File: src/rtl/tiny16_pkg.sv
// tiny16_pkg: shared types and constants for the tiny16 peripherals.
//   uart_tx_state_t           - UART transmitter FSM states
//   UART_DATA_BITS            - data bits per UART frame
//   UART_DEFAULT_CLKS_PER_BIT - 16 MHz / 115200 baud
package tiny16_pkg;
   typedef enum logic [2:0] {IDLE, START, DATA, PARITY, STOP} uart_tx_state_t;
   localparam int UART_DATA_BITS = 8;
   localparam int UART_DEFAULT_CLKS_PER_BIT = 139;
endpackage

File: src/rtl/tiny16_fifo.sv
// tiny16_fifo: synchronous FIFO with registered full flag.
//   clk_i, rst_i (async, active-high)
//   push_i/data_i - write; ignored while full_o is high
//   pop_i/data_o  - read; data_o shows the head word, ignored while empty_o
//   count_o       - occupancy, full_o, empty_o
module tiny16_fifo #(
   parameter int WIDTH = 16,
   parameter int DEPTH = 4
) (
   input  logic                       clk_i,
   input  logic                       rst_i,
   input  logic                       push_i,
   input  logic                       pop_i,
   input  logic [WIDTH-1:0]           data_i,
   output logic [WIDTH-1:0]           data_o,
   output logic [$clog2(DEPTH):0]     count_o,
   output logic                       full_o,
   output logic                       empty_o
);
   localparam int AW = $clog2(DEPTH);
   logic [WIDTH-1:0] mem_q [DEPTH];
   logic [AW-1:0] wr_ptr_q, rd_ptr_q;
   logic [AW:0] count_q, count_d;
   logic full_q, do_push, do_pop;
   assign do_push = push_i & ~full_q;
   assign do_pop  = pop_i & (count_q != '0);
   assign count_d = count_q + (AW+1)'(do_push) - (AW+1)'(do_pop);
   always_ff @(posedge clk_i or posedge rst_i) begin
      if (rst_i) begin
         wr_ptr_q <= '0;
         rd_ptr_q <= '0;
         count_q  <= '0;
         full_q   <= 1'b0;
      end else begin
         wr_ptr_q <= wr_ptr_q + AW'(do_push);
         rd_ptr_q <= rd_ptr_q + AW'(do_pop);
         count_q  <= count_d;
         full_q   <= count_d == (AW+1)'(DEPTH);
      end
   end
   always_ff @(posedge clk_i) begin
      if (do_push) mem_q[wr_ptr_q] <= data_i;
   end
   assign data_o  = mem_q[rd_ptr_q];
   assign count_o = count_q;
   assign full_o  = full_q;
   assign empty_o = count_q == '0;
endmodule

File: src/rtl/tiny16_uart_tx.sv
// tiny16_uart_tx: buffers 16-bit OUT words and sends each as two UART frames, low byte first.
//   CLK, RST (async, active-high)
//   WR_EN/WR_DATA - word write strobe and data from the core
//   FULL          - FIFO full, writes dropped
//   BUSY          - frame on the line or words pending
//   TX            - serial line, idles high
// Define TINY16_UART_TX_PARITY_EN for 8E1 frames; otherwise frames are 8N1.
module tiny16_uart_tx
   import tiny16_pkg::*;
#(
   parameter int CLKS_PER_BIT = UART_DEFAULT_CLKS_PER_BIT,
   parameter int FIFO_DEPTH   = 4
) (
   input  logic        CLK,
   input  logic        RST,
   input  logic        WR_EN,
   input  logic [15:0] WR_DATA,
   output logic        FULL,
   output logic        BUSY,
   output logic        TX
);
   localparam int AW = $clog2(FIFO_DEPTH);
   uart_tx_state_t state_q, state_d;
   logic [15:0] timer_q, timer_d, hold_q, hold_d, fifo_data;
   logic [2:0] bit_q, bit_d;
   logic sel_q, sel_d, tx_q, tx_d, pop, fifo_empty, bit_done;
   logic [7:0] byte_d;
   logic [AW:0] fifo_cnt;
   tiny16_fifo #(.WIDTH(16), .DEPTH(FIFO_DEPTH)) u_fifo (
      .clk_i   (CLK),
      .rst_i   (RST),
      .push_i  (WR_EN),
      .pop_i   (pop),
      .data_i  (WR_DATA),
      .data_o  (fifo_data),
      .count_o (fifo_cnt),
      .full_o  (FULL),
      .empty_o (fifo_empty)
   );
   assign bit_done = timer_q == 16'(CLKS_PER_BIT-1);
   always_comb begin
      state_d = state_q;
      timer_d = (state_q == IDLE || bit_done) ? '0 : timer_q + 16'd1;
      bit_d   = bit_q;
      sel_d   = sel_q;
      hold_d  = hold_q;
      pop     = 1'b0;
      case (state_q)
         IDLE: if (!fifo_empty) begin
            pop     = 1'b1;
            hold_d  = fifo_data;
            sel_d   = 1'b0;
            state_d = START;
         end
         START: if (bit_done) begin
            state_d = DATA;
            bit_d   = '0;
         end
         DATA: if (bit_done) begin
            bit_d = bit_q + 3'd1;
`ifdef TINY16_UART_TX_PARITY_EN
            if (bit_q == 3'(UART_DATA_BITS-1)) state_d = PARITY;
`else
            if (bit_q == 3'(UART_DATA_BITS-1)) state_d = STOP;
`endif
         end
`ifdef TINY16_UART_TX_PARITY_EN
         PARITY: if (bit_done) state_d = STOP;
`endif
         STOP: if (bit_done) begin
            // high byte follows with no gap; next word is popped straight into START
            if (!sel_q) begin
               sel_d   = 1'b1;
               state_d = START;
            end else if (!fifo_empty) begin
               pop     = 1'b1;
               hold_d  = fifo_data;
               sel_d   = 1'b0;
               state_d = START;
            end else state_d = IDLE;
         end
         default: state_d = IDLE;
      endcase
      // TX is registered, so its next value is derived from the next-state signals
      byte_d = sel_d ? hold_d[15:8] : hold_d[7:0];
      tx_d   = state_d == START ? 1'b0 : state_d == DATA ? byte_d[bit_d] :
               state_d == PARITY ? ^byte_d : 1'b1;
   end
   always_ff @(posedge CLK or posedge RST) begin
      if (RST) begin
         state_q <= IDLE;
         timer_q <= '0;
         bit_q   <= '0;
         sel_q   <= 1'b0;
         hold_q  <= '0;
         tx_q    <= 1'b1;
      end else begin
         state_q <= state_d;
         timer_q <= timer_d;
         bit_q   <= bit_d;
         sel_q   <= sel_d;
         hold_q  <= hold_d;
         tx_q    <= tx_d;
      end
   end
   assign TX   = tx_q;
   assign BUSY = state_q != IDLE || fifo_cnt != '0;
endmodule

File: config.mk
export PLATFORM = sky130hd
export DESIGN_NAME = tiny16_uart_tx
export DESIGN_NICKNAME = d
export VERILOG_FILES = /design/src/rtl/tiny16_pkg.sv /design/src/rtl/tiny16_fifo.sv /design/src/rtl/tiny16_uart_tx.sv
export SDC_FILE = /design/constraint.sdc
export NUM_CORES = 1
export LEC_CHECK = 0
export CORE_MARGIN = 2
export CORE_UTILIZATION = 67
export CTS_BUF_LIST = sky130_fd_sc_hd__clkbuf_2 sky130_fd_sc_hd__clkbuf_4 sky130_fd_sc_hd__clkbuf_8
export CTS_CLUSTER_DIAMETER = 120
export CTS_CLUSTER_SIZE = 10
export DETAILED_ROUTE_END_ITERATION = 10
export GPL_ROUTABILITY_DRIVEN = 0
export PLACE_DENSITY_LB_ADDON = 0.3
export SKIP_LAST_GASP = 1
export SLEW_MARGIN = 20
export SYNTH_ARGS = -nofsm -noshare
export SYNTH_HDL_FRONTEND = slang
export SYNTH_SLANG_ARGS = --single-unit
File: constraint.sdc
create_clock -name CLK -period 5.8 [get_ports CLK]
set_input_delay 1.16 -clock CLK [delete_from_list [all_inputs] [get_ports CLK]]
set_output_delay 1.16 -clock CLK [all_outputs]
set_load 0.03 [all_outputs]
After elaboration in Yosys (flattened, before gate mapping)
Memory sizes are Yosys's and may differ from the RTL's.
Index checks and enable logic that the tools add are counted.
{"block": "totals", "ff_bits": 48, "mem_bits_rw": 64, "out_inout_bits": 3, "memories": 1}
{"block": "classes", "addsub": 6, "order_cmp": 1, "n_eq_ne": 9, "muxes": 33, "bitwise_logic": 3, "n_reduce_logical": 7}
{"name": "u_fifo.mem_q", "words": 4, "width": 16, "rd": 1, "rd_clocked_by_memory_dff": 0, "wr": 1, "line": "tiny16_fifo.sv:21", "rtl": "logic [WIDTH-1:0] mem_q [DEPTH];"}
{"operator": "$mux 16", "n": 4}
{"operator": "$pmux 16 s2", "n": 1}
{"operator": "$mux 3", "n": 7}
{"operator": "$add 16x1->16 const B", "n": 1}
{"operator": "$eq 16x8->1 const B", "n": 1}
{"operator": "$mux 1", "n": 15}
{"operator": "$pmux 3 s4", "n": 1}
{"operator": "$eq 3x2->1 const B", "n": 3}
{"operator": "$eq 3x3->1 const B", "n": 3}
{"operator": "$mux 8", "n": 1}
{"operator": "$reduce_xor 8->1", "n": 1}
{"operator": "$eq 3x1->1 const B", "n": 2}
{"operator": "$logic_not 3->1", "n": 2}
{"operator": "$pmux 3 s2", "n": 1}
{"operator": "$reduce_bool 3->1", "n": 2}
{"operator": "$add 2x1->2", "n": 2}
{"operator": "$lt 3x4->1 const B", "n": 1}
{"operator": "$pmux 1 s2", "n": 2}
{"operator": "$add 3x1->3", "n": 1}
{"operator": "$add 3x1->3 const B", "n": 1}
{"operator": "$bmux 1 s3", "n": 1}
{"operator": "$sub 3x1->3", "n": 1}
{"operator": "$and 1x1->1", "n": 2}
{"operator": "$logic_or 1x1->1", "n": 2}
{"operator": "$not 1->1", "n": 1}

Logic depth before layout (Yosys ltp)
Gate-level depths: netlist of the first run.
{"block": "logic_depth", "word_depth": 10, "mapped_depth": 15, "ltp_nobuf": 14}

Modules after synthesis
A second synthesis of the first run with hierarchy kept.
{"block": "unflattened", "hier_cells": 346, "hier_area_um2": 4902.2}
{"module": "tiny16_fifo", "instances": 1, "cells_per_inst": 114, "area_each_um2": 2737.6}
{"module": "tiny16_uart_tx", "instances": 1, "cells_per_inst": 232, "area_each_um2": 2164.6}

Least setup slack after synthesis of the first run
No wires, ideal clock.
{"block": "synth_path", "path_kind": "input to register", "from": "input WR_EN", "to": "memory u_fifo.mem_q[0][0] (enable)", "arrival_time_ns": 2.714, "required_time_ns": 5.387, "setup_slack_ns": 2.673, "path_stages": 2, "path_buffers": 0, "cell_sequence": "nor2b_1 > nor3b_1"}
{"block": "synth_between", "elab_chain_cells": 3}
{"item": "start: declaration", "line": "tiny16_uart_tx.sv:16", "rtl": "input logic WR_EN,"}
{"item": "$and 1x1->1", "line": "tiny16_fifo.sv:25", "rtl": "assign do_push = push_i & ~full_q;"}
{"item": "$mux 1", "line": "tiny16_fifo.sv:42", "rtl": "if (do_push) mem_q[wr_ptr_q] <= data_i;"}
{"item": "$mux 1 (not written as such)", "line": "tiny16_fifo.sv:42"}
{"item": "end: declaration", "line": "tiny16_fifo.sv:21"}
No other way between the ends.

Final worst setup path of the first run
{"block": "layout_path", "from": "register state_q[1]", "to": "output BUSY"}
{"block": "layout_between", "elab_chain_cells": 2}
{"item": "start: declaration", "line": "tiny16_uart_tx.sv:23", "rtl": "uart_tx_state_t state_q, state_d;"}
{"item": "start signal: assignment", "line": "tiny16_uart_tx.sv:98", "rtl": "state_q <= state_d;"}
{"item": "$reduce_bool 3->1", "line": "tiny16_uart_tx.sv:107", "rtl": "assign BUSY = state_q != IDLE || fifo_cnt != '0;"}
{"item": "$logic_or 1x1->1", "line": "tiny16_uart_tx.sv:107"}
{"item": "end: declaration", "line": "tiny16_uart_tx.sv:19", "rtl": "output logic BUSY,"}
No other way between the ends.

==> flow_metrics.py, run 1 <==
metrics = {
    "logic_synthesis": {
        "synth_fp_nets": 333,
        "synthesis.area_um2": 4750,
        "yosys_warnings": 0,
        "ys_seq_area_frac": 0.658,
        "synthTopCellsByCount": "edfxtp_1, dfrtp_1, nor2_1, mux2_2, mux4_2",
        "synth_ff_type": "edfxtp_1",
        "netlist.area_leader.share": 0.405,
        "synth_cells": 304,
        "async_reset_ff_frac": 0.429,
        "synth_edf_count": 64,
        "ys_ff_latch": 112,
        "yosys.area.top_type": "edfxtp_1",
        "netlist_top_cells_area": "edfxtp_1, dfrtp_1, mux4_2",
        "yosysUniqueCellTypes": 47,
        "avgSynthCellArea_um2": 15.6,
        "post-synth-top-count-cell": "edfxtp_1",
    },
    "worst_setup_path": {
        "regToRegSetupSlack_ns": 2.43,
        "worstReg2RegEnd": "u_fifo.full_o",
        "cp-startpoint": "state_q[1]",
        "arrival_ns": 2.23,
        "cp-endpoint": "BUSY",
        "path_class": "reg2out",
        "crit_chain": "or2_2 -> or3_1 -> clkdlybuf4s50_1",
        "reg2reg_depth": 13,
        "r2r-start": "timer_q[0]",
        "max_stage_delay_ns": 0.59,
        "crit_required_ns": 4.64,
        "crit_slowest_cell": "clkdlybuf4s50_1",
        "path_max_fanout": 12,
        "end_kind": "output pin",
        "cp-start-kind": "flop",
    },
    "timing": {
        "tns_ns": 0,
        "finalHoldViolations": 0,
        "rsz0062_at_grt": "no",
        "max_freq_mhz": 295,
        "hold_ws_ns": 0.505,
        "worstMarginPinSlew_ns": 1.09,
        "setup_ws_ns": 2.41,
        "fin_crit_sh": 0.584,
        "relSlewSlack": 0.267,
        "setup_violations": 0,
        "finalCriticalPeriod_ns": 3.39,
        "slew_violations": 0,
        "clock_skew_ns": 0.00864,
    },
    "die": {
        "rows": 30,
        "io_pins": 22,
        "dieArea_um2": 7780,
        "die_w_um": 88.2,
        "start_util": 0.695,
        "core_um2": 6830,
        "fp.dieH_um": 88.2,
    },
    "grt": {
        "antenna_found_initial": 0,
        "grt_pass1_wl_um": 13500,
        "grt_max_degree": 49,
        "first_global_vias": 2703,
        "grt_overflow": 0,
        "grt_usage": 0.236,
    },
    "clock_tree": {
        "cts_sinks": 112,
        "root_buffer": "clkbuf_8",
        "postCtsHoldBufs": 0,
        "clk_pin_slew_ns": 0.11,
        "cts_buffers": 9,
        "cts_resized": 0,
        "insertion_delay_ns": 0.36,
        "h-tree-depth": 3,
        "cts_tree": "done",
        "cts_max_path_buffers": 2,
        "cts_setup_buffers": 0,
    },
    "finish": {
        "n_antenna_cell": 0,
        "finalNetCount": 357,
        "final_layout_size_suffix_gt1_frac": 0.195,
        "final.fill_count": 418,
        "area_growth_syn_to_layout_pct": 10.9,
        "fin_util": 0.771,
    },
    "power_and_ir_drop": {
        "p_int_mw": 1.54,
        "switching_power_mw": 0.666,
        "p_comb_frac": 0.245,
        "pwr-share-clk": 0.216,
        "power_frac_seq": 0.539,
        "max-vdd-ir-drop_mv": 0.286,
        "power_mw": 2.21,
        "p_per_area_nw_per_um2": 420,
        "p_leak_nw": 2.00,
        "p_sw_frac": 0.301,
    },
    "min_path": {
        "whs_path_depth": 1,
        "holdCritPathClass": "reg2reg",
        "hp-start": "hold_q[2]",
    },
    "outcome": {
        "status": "finished clean",
    },
    "detailed_routing": {
        "vias": 2534,
        "dr.pass1.iters": 4,
        "drt_iter0_drc": 145,
        "antenna_left": 0,
        "wl_um": 8030,
        "wl_per_cell_um": 18.7,
        "drc": 0,
        "routed_via_density": 5.91,
    },
    "placement": {
        "dp.final_hpwl_um": 5460,
        "dp_worst_setup_slack_ns": 2.43,
        "portBuffers": 21,
    },
    "job": {
        "maxCapViolations": 0,
    },
}
per-stage QoR:
step	instances	area (µm²)
detailed placement	413	5050
floorplan	304	4750
global placement	413	5050
CTS	429	5260
global route	429	5270
finish	429	5270
critical path: cells and delay by family (launching register included):
family	cells	cell delay, ns
buffers and inverters	1	0.59
DFF	1	0.53
and+or+nand+nor	2	0.75
worst min-delay path by stage:
stage,end
detailed placement,hold_q[5]
CTS,hold_q[5]
global placement,hold_q[9]
global route,hold_q[1]
floorplan,timer_q[0]
finish,hold_q[2]
metal layers:
metal | wire [µm] | track usage | vias up
met5 | 0 | 0 | -
met4 | 102 | 0.0702 | 0
met3 | 252 | 0.0424 | 10
li1 | - | - | 1187
met1 | 3500 | 0.323 | 1283
met2 | 4180 | 0.395 | 54
state kept, by name (all words and copies together) (netlist names):
| signal | flops |
|---|---|
| TX | 1 |
| u_fifo.wr_ptr_q | 2 |
| u_fifo.rd_ptr_q | 2 |
| sel_q | 1 |
| timer_q | 16 |
| hold_q | 16 |
| state_q | 3 |
| bit_q | 3 |
| u_fifo.count_o | 3 |
| u_fifo.full_o | 1 |
| u_fifo.mem_q | 64 |
power groups by stage:
| stage | Sequential [mW] | Clock (mW) | Combinational (mW) |
|---|---|---|---|
| after detailed placement | 1.21 | 0 | 0.542 |
| after CTS | 1.20 | 0.488 | 0.548 |
| final | 1.19 | 0.477 | 0.541 |
| after floorplan | 1.13 | 0 | 0.449 |
| after global placement | 1.20 | 0 | 0.522 |
| after global routing | 1.22 | 0.521 | 0.591 |
area by class of cell:
cell class / instances / area [µm²] / share of cell area
flip-flops and latches: 112 / 3130 / 0.594
inverters: 9 / 38.8 / 0.00737
clock buffers: 9 / 124 / 0.0235
multi-input cells: 172 / 1540 / 0.292
well taps: 96 / 120 / 0.0228
clock inverters: 7 / 85.1 / 0.0162
repair buffers: 24 / 233 / 0.0442
cell families (layout without fill, tap and decap cells):
group | count (synthesis) | in the layout | synth area share
AO/OA/AOI/OAI | 23 | 23 | 0.0408
flip-flops | 112 | 112 | 0.658
XOR/XNOR | 16 | 16 | 0.0295
buffers and inverters | 20 | 49 | 0.0190
adder cells (fa/ha/maj) | 10 | 10 | 0.0279
AND/OR/NAND/NOR | 82 | 82 | 0.0914
multiplexers | 41 | 41 | 0.133
layout by cell type, fill, tap and decap left out, types with 5 or more instances in the layout:
| master | instances |
|---|---|
| clkdlybuf4s50_1 | 21 |
| clkbuf_8 | 9 |
| mux4_2 | 16 |
| nand2_1 | 13 |
| mux2_2 | 18 |
| ha_1 | 9 |
| inv_1 | 7 |
| xnor2_1 | 5 |
| a21oi_1 | 7 |
| nor2_1 | 24 |
| dfrtp_1 | 46 |
| xor2_1 | 11 |
| edfxtp_1 | 64 |
| and3_1 | 5 |
| mux2i_1 | 7 |
| nand3_1 | 11 |
| nor3_1 | 5 |
Power figures use the tool's default switching activity.
==> inputs of run 2 (changes only) <==
CORE_UTILIZATION = 56   (was 67)
clock period = 3.1 ns   (was 5.8 ns; I/O delays follow)
==> run 2 against run 1 <==
Combinational power up 96%. Critical path type is now reg2reg. Count of clock-buffer cells in the layout did not move. Largest cell class unchanged. Sequential share of layout area is 0.79 points lower. Critical endpoint is now TX.
==> flow_metrics.py, run 2 (same netlist as run 1, synthesis figures left out) <==
metrics = {
    "power_and_ir_drop": {
        "p_per_area_nw_per_um2": 755,
        "pwr-share-clk": 0.200,
        "p_int_mw": 2.83,
        "max-vdd-ir-drop_mv": 0.407,
        "power_mw": 4.02,
        "power_frac_seq": 0.536,
        "p_sw_frac": 0.298,
        "p_leak_nw": 2.03,
        "switching_power_mw": 1.20,
        "p_comb_frac": 0.264,
    },
    "clock_tree": {
        "root_buffer": "clkbuf_8",
        "cts_max_path_buffers": 2,
        "cts_tree": "done",
        "cts_sinks": 112,
        "clk_pin_slew_ns": 0.10,
        "cts_buffers": 9,
        "postCtsHoldBufs": 0,
        "insertion_delay_ns": 0.37,
        "h-tree-depth": 3,
    },
    "job": {
        "maxCapViolations": 0,
    },
    "detailed_routing": {
        "wl_um": 7520,
        "route.met3.wl_um": 235,
        "routed_via_density": 5.66,
        "dr.pass1.iters": 4,
        "wl_per_cell_um": 16.9,
        "drc": 0,
        "wl_met1_um": 3370,
        "vias": 2518,
        "antenna_left": 0,
        "drt_iter0_drc": 110,
        "highest_layer": "met4",
        "dr_wl_met2_um": 3790,
    },
    "min_path": {
        "holdCritPathClass": "reg2reg",
    },
    "die": {
        "start_util": 0.578,
        "core_um2": 8220,
        "io_pins": 22,
        "fp.dieH_um": 96.1,
        "rows": 33,
        "die_w_um": 96.1,
        "dieArea_um2": 9230,
    },
    "timing": {
        "setup_violations": 0,
        "fin_crit_sh": 0.928,
        "relSlewSlack": 0.542,
        "max_freq_mhz": 347,
        "hold_ws_ns": 0.507,
        "finalCriticalPeriod_ns": 2.88,
        "clock_skew_ns": 0.00900,
        "rsz0062_at_grt": "no",
        "slew_violations": 0,
        "worstMarginPinSlew_ns": 0.686,
        "tns_ns": 0,
        "finalHoldViolations": 0,
    },
    "finish": {
        "mostFrequentLayoutCells": "edfxtp_1, dfrtp_1, nor2_1",
        "top_register": "u_fifo.mem_q",
        "finalNetCount": 365,
        "regArea_um2": 3120,
        "final_common_cell": "edfxtp_1",
        "final.fill_count": 575,
        "reg_top3": "u_fifo.mem_q x64, hold_q x16, timer_q x16",
        "final_layout_size_suffix_gt1_frac": 0.226,
        "multiInputGateArea_um2": 1570,
        "area_growth_syn_to_layout_pct": 12.3,
        "largest_reg_flops": 64,
        "n_antenna_cell": 0,
    },
    "worst_setup_path": {
        "end_kind": "flop",
        "cp-start-kind": "flop",
        "arrival_ns": 3.16,
        "path_max_fanout": 10,
        "crit_required_ns": 3.38,
        "path_class": "reg2reg",
    },
    "grt": {
        "grt_overflow": 0,
        "grt_pass1_wl_um": 13000,
        "grt_max_degree": 49,
        "grt_usage": 0.192,
        "first_global_vias": 2719,
        "antenna_found_initial": 0,
    },
    "placement": {
        "portBuffers": 21,
        "dp.final_hpwl_um": 5120,
    },
    "outcome": {
        "status": "finished clean",
    },
}
[run 2: through the flow]
step,area (µm²),utilization,instances,setup WS [ns]
detailed placement,5120,0.623,429,0.0896
CTS,5300,0.645,444,0.0708
global route,5330,0.649,445,0.0156
floorplan,4750,-,304,0.146
global placement,5120,0.623,429,0.268
finish,5330,0.649,445,0.222
[run 2: worst max-delay path, stage by stage (launching register included)]
cell,delay (ns)
dfrtp_1,0.42
inv_1,0.07
ha_1,0.14
nor4bb_2,0.29
and4_4,0.31
inv_6,0.07
ha_1,0.17
nor4bb_1,0.13
a21o_1,0.19
a21oi_2,0.15
o21ai_4,0.11
buf_4,0.16
o311ai_2,0.24
a21oi_1,0.08
nor4_2,0.26
[run 2: final timing paths]
check,start,endpoint,slack (ns),cells past startpoint
max,timer_q[0],TX,0.22,14
min,timer_q[0],timer_q[0],0.51,1
max reg2reg,timer_q[0],TX,0.22,14
min reg2reg,timer_q[0],timer_q[0],0.51,1
max in group asynchronous,RST,hold_q[5],1.97,3
min in group asynchronous,RST,hold_q[4],0.71,3
[run 2: power groups by stage]
stage	logic, mW	registers, mW	clock network (mW)
floorplan	0.841	2.11	0
global placement	1.05	2.18	0
detailed placement	1.08	2.20	0
CTS	1.08	2.16	0.836
global route	1.18	2.21	0.888
finish	1.06	2.16	0.805
[run 2: repair_timing]
| action | in CTS | in global routing |
|---|---|---|
| setup buffers | 0 | 1 |
| gates resized for setup | 0 | 6 |
| endpoints found under the setup margin | 0 | 2 |
[run 2: layer usage]
| metal | vias to the layer above | global-route usage |
|---|---|---|
| met2 | 44 | 0.314 |
| met4 | 0 | 0.0595 |
| met1 | 1262 | 0.253 |
| met3 | 11 | 0.0540 |
| met5 | - | 0 |
| li1 | 1201 | - |
[run 2: area by class of cell]
cell class,count,share of cell area
sequential,112,0.586
multi-input combinational,172,0.293
timing repair buffer,32,0.0549
tap,105,0.0246
clock buffer,9,0.0232
clock inverter,6,0.0108
inverter,9,0.00727
==> inputs of run 3 (changes only) <==
SLEW_MARGIN = not set   (was 20)
==> run 3 against run 2 <==
Clock skew hardly changed. Sequential power hardly changed. Sequential share of layout area barely moved. Register-to-register slack about the same. Non-clock buffer count stayed put.
==> flow_metrics.py, run 3 (same netlist as run 1, synthesis figures left out) <==
metrics = {
    "worst_setup_path": {
        "path_max_fanout": 10,
        "end_kind": "flop",
        "crit_chain": "inv_1 -> ha_1 -> nor4bb_2 -> and4_4 -> inv_6 -> ha_1 -> nor4bb_1 -> a21o_1 -> a21oi_2 -> o21ai_4 -> buf_4 -> o311ai_2 -> a21oi_1 -> nor4_2",
        "cp-endpoint": "TX",
        "path_class": "reg2reg",
        "cp_num_buf_inv": 3,
        "cpLargestDelayFamily": "simple AND/OR/NAND/NOR gates",
        "max_stage_delay_ns": 0.42,
        "arrival_ns": 3.16,
        "r2r-start": "timer_q[0]",
        "crit_slowest_cell": "dfrtp_1",
        "worstReg2RegEnd": "TX",
        "crit_required_ns": 3.38,
        "cp_common_cell": "ha_1",
        "cp-startpoint": "timer_q[0]",
        "cp-start-kind": "flop",
        "regToRegSetupSlack_ns": 0.23,
        "cp_num_cells": 14,
        "reg2reg_depth": 14,
    },
    "timing": {
        "finalHoldViolations": 0,
        "fin_crit_sh": 0.927,
        "slew_violations": 0,
        "worstMarginPinSlew_ns": 1.14,
        "hold_ws_ns": 0.507,
        "rsz0062_at_grt": "no",
        "setup_violations": 0,
        "relSlewSlack": 0.232,
        "clock_skew_ns": 0.00912,
        "finalCriticalPeriod_ns": 2.87,
        "tns_ns": 0,
        "max_freq_mhz": 348,
        "setup_ws_ns": 0.225,
    },
    "finish": {
        "final_layout_size_suffix_gt1_frac": 0.224,
        "largest_reg_flops": 64,
        "n_antenna_cell": 0,
        "mostFrequentLayoutCells": "edfxtp_1, dfrtp_1, nor2_1",
        "finalNonFillerCells": 445,
        "reg_top3": "u_fifo.mem_q x64, hold_q x16, timer_q x16",
        "top_register": "u_fifo.mem_q",
        "finalNetCount": 365,
        "final_common_cell": "edfxtp_1",
        "area_growth_syn_to_layout_pct": 12.3,
        "final_area_um2": 5330,
    },
    "die": {
        "start_util": 0.578,
        "fp.dieH_um": 96.1,
        "io_pins": 22,
        "dieArea_um2": 9230,
        "rows": 33,
        "core_um2": 8220,
        "die_w_um": 96.1,
    },
    "grt": {
        "grt_overflow": 0,
        "grt_max_degree": 49,
        "antenna_found_initial": 0,
        "first_global_vias": 2719,
        "grt_pass1_wl_um": 13000,
        "grt_usage": 0.192,
    },
    "detailed_routing": {
        "drc": 0,
        "dr.pass1.iters": 4,
        "vias": 2515,
        "wl_per_cell_um": 17.0,
        "routed_via_density": 5.65,
        "antenna_left": 0,
        "drt_iter0_drc": 142,
        "wl_um": 7550,
    },
    "clock_tree": {
        "postCtsHoldBufs": 0,
        "insertion_delay_ns": 0.37,
        "cts_sinks": 112,
        "cts_max_path_buffers": 2,
        "cts_tree": "done",
        "root_buffer": "clkbuf_8",
        "cts_buffers": 9,
        "h-tree-depth": 3,
        "clk_pin_slew_ns": 0.10,
    },
    "power_and_ir_drop": {
        "p_per_area_nw_per_um2": 756,
        "max-vdd-ir-drop_mv": 0.408,
        "p_leak_nw": 2.03,
    },
    "placement": {
        "dp.final_hpwl_um": 5120,
        "place_area_um2": 5120,
        "dp_worst_setup_slack_ns": 0.0896,
        "dp_cells": 429,
        "portBuffers": 21,
    },
    "outcome": {
        "status": "finished clean",
    },
    "min_path": {
        "whs_path_depth": 1,
        "holdCritPathClass": "reg2reg",
    },
    "job": {
        "maxCapViolations": 0,
    },
}
run 3: cell types whose count changed in the layout (fill, tap and decap cells not counted):
cell / previous run / this run
o21ai_2: 1 / 0
o21ai_1: 0 / 1
run 3: worst reg2reg max path, cell delays in order (launching register included):
cell,delay [ns]
dfrtp_1,0.42
inv_1,0.07
ha_1,0.14
nor4bb_2,0.29
and4_4,0.31
inv_6,0.07
ha_1,0.17
nor4bb_1,0.13
a21o_1,0.19
a21oi_2,0.15
o21ai_4,0.11
buf_4,0.16
o311ai_2,0.24
a21oi_1,0.08
nor4_2,0.26
run 3: how the worst min path moves through the flow:
stage | from | endpoint | slack [ns]
global placement | hold_q[10] | hold_q[10] | 0.48
finish | timer_q[0] | timer_q[0] | 0.51
CTS | timer_q[0] | timer_q[0] | 0.51
floorplan | timer_q[0] | timer_q[0] | 0.47
detailed placement | hold_q[6] | hold_q[6] | 0.49
global route | hold_q[1] | hold_q[1] | 0.53
run 3: per-stage QoR:
| step | power (mW) | utilization |
|---|---|---|
| after floorplan | 2.95 | - |
| after global placement | 3.23 | 0.623 |
| after detailed placement | 3.28 | 0.623 |
| after CTS | 4.08 | 0.645 |
| after global routing | 4.28 | 0.649 |
| final | 4.03 | 0.649 |
run 3: power breakdown:
part / internal (mW) / switching (mW) / leakage, nW / total (mW)
logic: 0.565 / 0.499 / 0.747 / 1.06
registers: 1.95 / 0.205 / 1.19 / 2.16
clock network: 0.308 / 0.498 / 0.0941 / 0.806
run 3: layout make-up:
cell class                      count  area (µm²)
Multi-Input combinational cell    172        1560
Tap cell                          105         131
Fill cell                         576        2890
Inverter                            9        38.8
Clock inverter                      6        57.6
Clock buffer                        9         124
Timing Repair Buffer               32         293
Sequential cell                   112        3120
run 3: metal layers:
layer | global-route usage | vias up | part of all wire
li1 | - | 1200 | -
met1 | 0.253 | 1262 | 0.45
met2 | 0.314 | 41 | 0.50
met3 | 0.0540 | 12 | 0.031
met4 | 0.0595 | 0 | 0.017
met5 | 0 | - | 0
run 3: timing repair:
item | CTS | global route
setup buffers | 0 | 1
endpoints found under the setup margin | 0 | 2
gates resized for setup | 0 | 6
==> RTL change: new RTL, config.mk and constraints of run 2 <==
Re-encode `uart_tx_state_t` (5 states) as one-hot, 5 bits wide.
--- a/src/rtl/tiny16_pkg.sv
+++ b/src/rtl/tiny16_pkg.sv
@@ -5,3 +5,3 @@
 package tiny16_pkg;
-   typedef enum logic [2:0] {IDLE, START, DATA, PARITY, STOP} uart_tx_state_t;
+   typedef enum logic [4:0] {IDLE = 5'b00001, START = 5'b00010, DATA = 5'b00100, PARITY = 5'b01000, STOP = 5'b10000} uart_tx_state_t;
    localparam int UART_DATA_BITS = 8;
Check against the original RTL: no difference found for any inputs over 10 cycles, from zero or initial values and one cycle with RST high; not proved beyond that.
==> RTL change against run 2 <==
- setup slack got worse by 140 ps
- cell area rose by 12%
- synthesized area rose by 5.6%
- sequential cell count rose by 2
- via count rose by 18%
- combinational power rose by 72%
- hold slack got worse by 16 ps
- total power rose by 38%
- wire length rose by 19%
- critical endpoint unchanged
==> RTL change: results (changes against run 2) <==
[cells_and_area]
drive_gt1_frac=0.2624  ; +0.03591
fin_nets=420  ; +15%
n_fill_cell=576  ; +0.17%

[routing]
drt_iter0_drc=177  ; +61%
drt_wl_total_um=8932  ; +19%
met3WireLength_um=370  ; +57%
dr_total_vias=2976  ; +18%
met1_length_um=3911  ; +16%
routed-wl-met2_um=4567  ; +21%

[synthesis]
synth_mux_area_frac=0.1355  ; +0.002213
synthArstFlopShare=0.4386  ; +0.01003
yosys-top-cells-area=edfxtp_1 38%, dfrtp_1 24%, mux4_2 7.2%, mux2_2 3.4%, mux2i_1 3.0%
synth_seq_area_share=0.6335  ; -0.02442
synth_adder_area_share=0.02646  ; -0.001471
syn_nets=375  ; +13%
synth_xor_area_frac=0.02971  ; +0.0001929

[grt]
grt_max_degree=51  ; +4.1%
grt_pass1_vias=3048  ; +12%
grt_usage=0.1978  ; +0.005382

[hold_path]
whs_path_depth=2  ; +1

[status]
status=complete, no violations

[power]
leakagePower_nw=2.352  ; +16%
ir_worst_vdd_mv=0.5861  ; +44%

[place]
pre_cts_ws_ps=132.8  ; +43.24 ps
placed_area_mm2=0.005420  ; +5.9%

[timing]
clock_skew_ps=12.68  ; +3.679 ps

[setup_path]
path_delay_family=compound AO/OA/AOI/OAI gates

[RTL change: changes by cell type in the layout (fill, tap and decap cells not counted), moves of 3 or more]
cell / change
nor2b_1: +8
a211oi_1: +3
nand2_1: +6
inv_8: +4
clkbuf_8: +8
nor2_1: +4
a22oi_1: +3
inv_1: +3
nor3b_1: -3
mux2_2: -3
mux2i_1: +8
[RTL change: timing repair]
item	in CTS	in global routing
setup buffers	0	5
endpoints found under the setup margin	0	3
gates resized for setup	0	10
[RTL change: tightest hold or removal path: stages, from the launching register on]
cell and delay (ps):
dfrtp_1 350, nand2_1 50, nand2_1 50
[RTL change: cell type report]
cell class	instances	area, um2	share of cell area
Sequential cell	114	3176	0.5311
Multi-Input combinational cell	205	1779	0.2976
Clock inverter	15	186.4	0.03118
Inverter	13	48.80	0.008161
Tap cell	108	135.1	0.02260
Timing Repair Buffer	40	420.4	0.07031
Clock buffer	17	234.0	0.03913
[RTL change: kinds of logic after synthesis]
logic type      Yosys count
mux                      46
flops                   114
simple gates             98
compound gates           33
buf+inv                  27
other cells               1
xor+xnor                 17
fa+ha+maj                10
[RTL change: path summary, 6_finish.rpt]
path	to	slack (ps)	from
worst max-delay path	TX$_DFF_PP1_	80	timer_q[0]$_DFF_PP0_
worst min-delay path	hold_q[3]$_DFF_PP0_	490	hold_q[3]$_DFF_PP0_
worst max register to register	TX$_DFF_PP1_	80	timer_q[0]$_DFF_PP0_
worst min register to register	hold_q[3]$_DFF_PP0_	490	hold_q[3]$_DFF_PP0_
max in group asynchronous	TX$_DFF_PP1_	2260	RST
min in group asynchronous	u_fifo.wr_ptr_q[1]$_DFF_PP0_	560	RST
[RTL change: routing by layer]
metal | up-vias | GRT usage
li1 | 1385 | -
met1 | 1497 | 0.2649
met2 | 83 | 0.3134
met3 | 11 | 0.05319
met4 | 0 | 0.07692
met5 | - | 0
[RTL change: report_power, final]
| part | switching, mW | internal [mW] | total (mW) |
|---|---|---|---|
| Clock | 0.722 | 0.758 | 1.48 |
| Combinational | 0.856 | 0.967 | 1.82 |
| Sequential | 0.235 | 2.00 | 2.24 |
[RTL change: stage by stage]
| step | utilization | instances |
|---|---|---|
| after global placement | 0.6215 | 473 |
| after CTS | 0.6697 | 505 |
| after global routing | 0.6857 | 512 |
| after detailed placement | 0.6215 | 473 |
| final | 0.6857 | 512 |
| after floorplan | - | 346 |
